[src/rtl/routing_mux_pipelined.sv]
// Purpose: N:1 routing mux for kFPGA switch boxes, selector loaded over a serial config chain.
// Latency: popcount(PIPE_MASK) cycles from data_in/data_valid_in to data_out/data_valid_out; 0 = combinational.
// Backpressure: none; the datapath advances every cycle and data_valid_out only qualifies data_out.
// Optional feature macro: KFPGA_MUX_SHADOW_EN (shadow config register plus config_latch input).
module routing_mux_pipelined #(
    parameter int                   INPUTS    = 34,
    parameter int                   SEL_WIDTH = 6,
    parameter logic [SEL_WIDTH-1:0] PIPE_MASK = 6'b000001
) (
    input  logic              clock,
    input  logic              reset,
    input  logic [INPUTS-1:0] data_in,
    input  logic              data_valid_in,
    output logic              data_out,
    output logic              data_valid_out,
    input  logic              config_enable,
    input  logic              config_in,
`ifdef KFPGA_MUX_SHADOW_EN
    input  logic              config_latch,
`endif
    output logic              config_out
);

    localparam int NP = 1 << SEL_WIDTH;

    // Active selector; this is the only selector the datapath sees.
    logic [SEL_WIDTH-1:0] sel_q, sel_d;
`ifdef KFPGA_MUX_SHADOW_EN
    // Chain-facing shadow copy, copied to the active selector on config_latch.
    logic [SEL_WIDTH-1:0] shadow_q, shadow_d;
`endif

    // Inputs zero-padded to a power of two so every halving stage is uniform.
    logic [NP-1:0] pad_dat;

    // Per-level view of the datapath: index SEL_WIDTH is the mux input,
    // index k is the value after stage k (registered or not).
    logic [NP-1:0]        lvl_dat [0:SEL_WIDTH];
    logic [SEL_WIDTH-1:0] lvl_sel [0:SEL_WIDTH];
    logic                 lvl_vld [0:SEL_WIDTH];

    // Optional pipeline registers after each stage; only those with PIPE_MASK[k] set are read.
    logic [NP-1:0]        stg_dat_q [0:SEL_WIDTH-1];
    logic [NP-1:0]        stg_dat_d [0:SEL_WIDTH-1];
    logic [SEL_WIDTH-1:0] stg_sel_q [0:SEL_WIDTH-1];
    logic [SEL_WIDTH-1:0] stg_sel_d [0:SEL_WIDTH-1];
    logic                 stg_vld_q [0:SEL_WIDTH-1];
    logic                 stg_vld_d [0:SEL_WIDTH-1];

    // Next-state of the config chain: shift LSB-first toward config_out.
    always_comb begin
        sel_d = sel_q;
`ifdef KFPGA_MUX_SHADOW_EN
        shadow_d = shadow_q;
        if (config_enable) begin
            shadow_d = {config_in, shadow_q[SEL_WIDTH-1:1]};
        end
        // The active register takes the pre-shift shadow when both are asserted.
        if (config_latch) begin
            sel_d = shadow_q;
        end
`else
        if (config_enable) begin
            sel_d = {config_in, sel_q[SEL_WIDTH-1:1]};
        end
`endif
    end

    // Pad the routed inputs with zeros so out-of-range selectors yield 0.
    always_comb begin
        pad_dat = '0;
        pad_dat[INPUTS-1:0] = data_in;
    end

    // Halving stages from the MSB selector bit down; each sample carries its own selector bits.
    always_comb begin
        lvl_dat[SEL_WIDTH] = pad_dat;
        lvl_sel[SEL_WIDTH] = sel_q;
        lvl_vld[SEL_WIDTH] = data_valid_in;
        for (int k = SEL_WIDTH - 1; k >= 0; k--) begin
            // Upper half is moved down into the low bits; bits above 2^k are don't-care.
            stg_dat_d[k] = lvl_sel[k+1][k] ? (lvl_dat[k+1] >> (1 << k)) : lvl_dat[k+1];
            stg_sel_d[k] = lvl_sel[k+1];
            stg_vld_d[k] = lvl_vld[k+1];
            if (PIPE_MASK[k]) begin
                lvl_dat[k] = stg_dat_q[k];
                lvl_sel[k] = stg_sel_q[k];
                lvl_vld[k] = stg_vld_q[k];
            end else begin
                lvl_dat[k] = stg_dat_d[k];
                lvl_sel[k] = stg_sel_d[k];
                lvl_vld[k] = stg_vld_d[k];
            end
        end
    end

    // State update: reset clears configuration and every in-flight sample.
    always_ff @(posedge clock) begin
        if (reset) begin
            sel_q <= '0;
`ifdef KFPGA_MUX_SHADOW_EN
            shadow_q <= '0;
`endif
            for (int k = 0; k < SEL_WIDTH; k++) begin
                stg_dat_q[k] <= '0;
                stg_sel_q[k] <= '0;
                stg_vld_q[k] <= 1'b0;
            end
        end else begin
            sel_q <= sel_d;
`ifdef KFPGA_MUX_SHADOW_EN
            shadow_q <= shadow_d;
`endif
            for (int k = 0; k < SEL_WIDTH; k++) begin
                stg_dat_q[k] <= stg_dat_d[k];
                stg_sel_q[k] <= stg_sel_d[k];
                stg_vld_q[k] <= stg_vld_d[k];
            end
        end
    end

    // Outputs: the last level's bit 0 is the routed signal; the chain tail is a flop output.
    always_comb begin
        data_out       = lvl_dat[0][0];
        data_valid_out = lvl_vld[0];
`ifdef KFPGA_MUX_SHADOW_EN
        config_out     = shadow_q[0];
`else
        config_out     = sel_q[0];
`endif
    end

endmodule

[config.mk]
export PLATFORM = sky130hd
export DESIGN_NAME = routing_mux_pipelined
export DESIGN_NICKNAME = d
export VERILOG_FILES = /design/src/rtl/routing_mux_pipelined.sv
export SDC_FILE = /design/constraint.sdc
export NUM_CORES = 1
export LEC_CHECK = 0
export BUFFER_PORTS_ARGS = -buffer_cell sky130_fd_sc_hd__buf_2
export CELL_PAD_IN_SITES_DETAIL_PLACEMENT = 1
export CELL_PAD_IN_SITES_GLOBAL_PLACEMENT = 1
export CORE_MARGIN = 5
export CORE_UTILIZATION = 25
export DETAILED_ROUTE_END_ITERATION = 16
export GPL_ROUTABILITY_DRIVEN = 0
export PLACE_DENSITY = 0.79
export SYNTH_ARGS = -nofsm -noshare
export SYNTH_HDL_FRONTEND = slang
export SYNTH_SLANG_ARGS = --single-unit
[constraint.sdc]
create_clock -name clock -period 1.55 [get_ports clock]
set_clock_uncertainty 0.15 [all_clocks]
set_input_delay 0.31 -clock clock [delete_from_list [all_inputs] [get_ports clock]]
set_output_delay 0.31 -clock clock [all_outputs]
set_load 0.03 [all_outputs]
==> reports/summary.txt <==
Largest stage delay, worst path -> 0.51 ns
CTS tree -> built
post-synthesis cell type count -> 24
synthesized area per cell -> 9.712 µm²
post-synthesis cell count -> 63
Worst R2R Setup Slack -> -0.14 ns
first-pass GRT wire length -> 3153 µm
Max FO, Critical Path -> 7
Final setup viols -> 1
Clock transition at path regs -> 0.06 ns
drt via density -> 4.891
Initial DRC Count -> 5
leak pwr -> 0.4043 nW
Die Ht -> 59.47 µm
RSZ-0062 raised after global routing -> true
Vias -> 670
Worst Path Class, Setup -> register to register
worst-skew pair later-pin latency -> 0.25 ns
Cell Pwr Density -> 560.3 nW/µm²
layout cell share with drive strength beyond 1 -> 0.5514
CP Capture Type -> register
Residual DRC -> 0
Syn Nets -> 102
Fin Hold WS -> 0.1182 ns
worst-margin pin slew -> 0.2819 ns
PnR worst setup slack -> -0.1386 ns
Final nets -> 148
Worst Hold Class -> input port to register
Area Growth Syn to Fin -> 47.65%
drt pass-1 iters -> 2
max_cap viols -> 0
sequential area share after synthesis -> 0.2618
ordered list of cells on the worst path -> mux4_2, mux2i_1, nor4bb_1, a221o_1
Die W -> 59.47 µm
Post-DP HPWL -> 1573 µm
total track usage -> 0.1195
Std-Cell Rows -> 18
Post-Syn Area -> 611.8 µm²
total grt overflow -> 0
Avg WL per Cell -> 14.28 µm
end-of-flow core utilization -> 0.3749
clock root buffer master -> clkbuf_4
Diodes inserted -> 0
Slew HR -> 0.8104
WP data arrival -> 1.68 ns
crit path time final -> 1.689 ns
drt total wl -> 1956 µm
Starting Density -> 0.2539
area of the die -> 3537 µm²
largest net degree at the start of global routing -> 10
clk sink count -> 8
number of global-route vias before repair -> 718
final period utilization -> 1.089
failing checks -> setup timing
Seq cells post-synth -> 8
post-detailed-route count of antenna-violating nets -> 0
CP required -> 1.54 ns
synth warn -> 0
cts hold-fix bufs -> 0
PortBufs -> 41
I/O Pins -> 42
VDD IR max -> 0.0004112 V
final hold vios -> 0
H-Tree Depth -> 1
CP max-delay cell -> mux4_2
CORE AREA -> 2410 µm²
outcome -> complete, but fails checks
Max Freq -> 0.5922 GHz
initial antenna violation count -> 0
Num CTS Buffers -> 3
Max Transition Viols Final -> 0
CTS Buffer Depth -> 2
crit path launch type -> register
==> area by class of cell <==
class                           instances  area, µm²
Tap cell                               30      37.54
Clock buffer                            3      22.52
Sequential cell                         8      165.2
Multi-Input combinational cell         48      412.9
Fill cell                             295       1506
Timing Repair Buffer                   48      265.3
==> cells in the mapped netlist <==
library cell | n | share of area
a221o_1 | 1 | 0.016
nand4_1 | 1 | 0.010
nand4b_1 | 1 | 0.014
mux2_2 | 1 | 0.018
dfxtp_1 | 8 | 0.26
a21oi_1 | 1 | 0.0082
nor4_1 | 2 | 0.020
o31a_1 | 1 | 0.014
o22ai_1 | 1 | 0.010
buf_2 | 1 | 0.0082
nand3_1 | 2 | 0.016
nor3_1 | 1 | 0.0082
nor2b_1 | 1 | 0.010
mux4_2 | 2 | 0.074
nor4bb_1 | 2 | 0.033
nor2_1 | 10 | 0.061
buf_6 | 1 | 0.018
nand2_1 | 1 | 0.0061
o21ai_0 | 1 | 0.0082
clkbuf_1 | 5 | 0.031
nand3b_1 | 2 | 0.025
mux2i_1 | 14 | 0.23
nor3b_1 | 1 | 0.012
mux4_1 | 2 | 0.086
==> worst max-delay path, delay by kind of cell (launching register included) <==
family	cells	cell delay [ns]
DFF	1	0.41
muxes	2	0.68
AOI/OAI and AO/OA	1	0.26
and+or+nand+nor	1	0.08
==> power by group <==
part | switching (mW) | internal [mW] | total [mW]
Clock | 0.0721 | 0.0887 | 0.161
Sequential | 0.00588 | 0.211 | 0.217
Combinational | 0.0517 | 0.0763 | 0.128
==> stage by stage <==
stage,power (mW),setup TNS (ns),worst slack [ns],instance area (µm²),cells
floorplan,0.2888,-0.08127,-0.08127,614.3,63
global placement,0.3441,-0.1889,-0.1889,859.6,133
detailed placement,0.3487,-0.2600,-0.2600,859.6,133
CTS,0.5209,-0.1479,-0.1479,895.9,137
global route,0.5415,-0.2221,-0.2221,903.4,137
finish,0.5061,-0.1386,-0.1386,903.4,137
==> worst paths after layout <==
path | from | to | cells after the start
setup / recovery | sel_q[4]$_SDFFE_PP0P_ | stg_dat_q[0][0]$_SDFF_PP0_ | 4
hold / removal | data_valid_in | stg_vld_q[0]$_SDFF_PP0_ | 2
setup reg to reg | sel_q[4]$_SDFFE_PP0P_ | stg_dat_q[0][0]$_SDFF_PP0_ | 4
hold reg to reg | sel_q[1]$_SDFFE_PP0P_ | sel_q[1]$_SDFFE_PP0P_ | 2
==> layer usage <==
layer  routed length (µm)  track usage  vias to the layer above
li1                     -            -                      329
met1                  770       0.1324                      316
met2                 1003       0.2231                       25
met3                  182      0.05011                        0
met4                    0            0                        0
met5                    0            0                        -
==> cell usage in the layout, fill, tap and decap left out, types with 2 or more instances in the layout <==
| cell | instances |
|---|---|
| clkbuf_4 | 3 |
| nand3b_1 | 2 |
| mux2i_1 | 14 |
| buf_6 | 2 |
| nor4_1 | 2 |
| nor4bb_1 | 2 |
| buf_4 | 5 |
| buf_2 | 41 |
| nand3_1 | 2 |
| mux4_2 | 4 |
| dfxtp_1 | 6 |
| nor2_1 | 10 |
==> repair_timing <==
| action | 4_1_cts | 5_1_grt |
|---|---|---|
| setup buffers | 1 | 0 |
| endpoints found under the hold margin | 0 | 0 |
| resized for setup | 4 | 2 |
| endpoints found under the setup margin | 1 | 1 |
| pin swaps | 3 | 1 |
==> kinds of logic after synthesis <==
group | share of synthesized area
AND/OR/NAND/NOR | 0.2168
multiplexers | 0.4069
flip-flops | 0.2618
buffers and inverters | 0.05725
AO/OA/AOI/OAI | 0.05725
==> sequential cells by signal (all words and copies together), names as in the netlist <==
register   cells
sel_q          6
stg_dat_q      1
stg_vld_q      1
(Power assumes the default switching activity.)
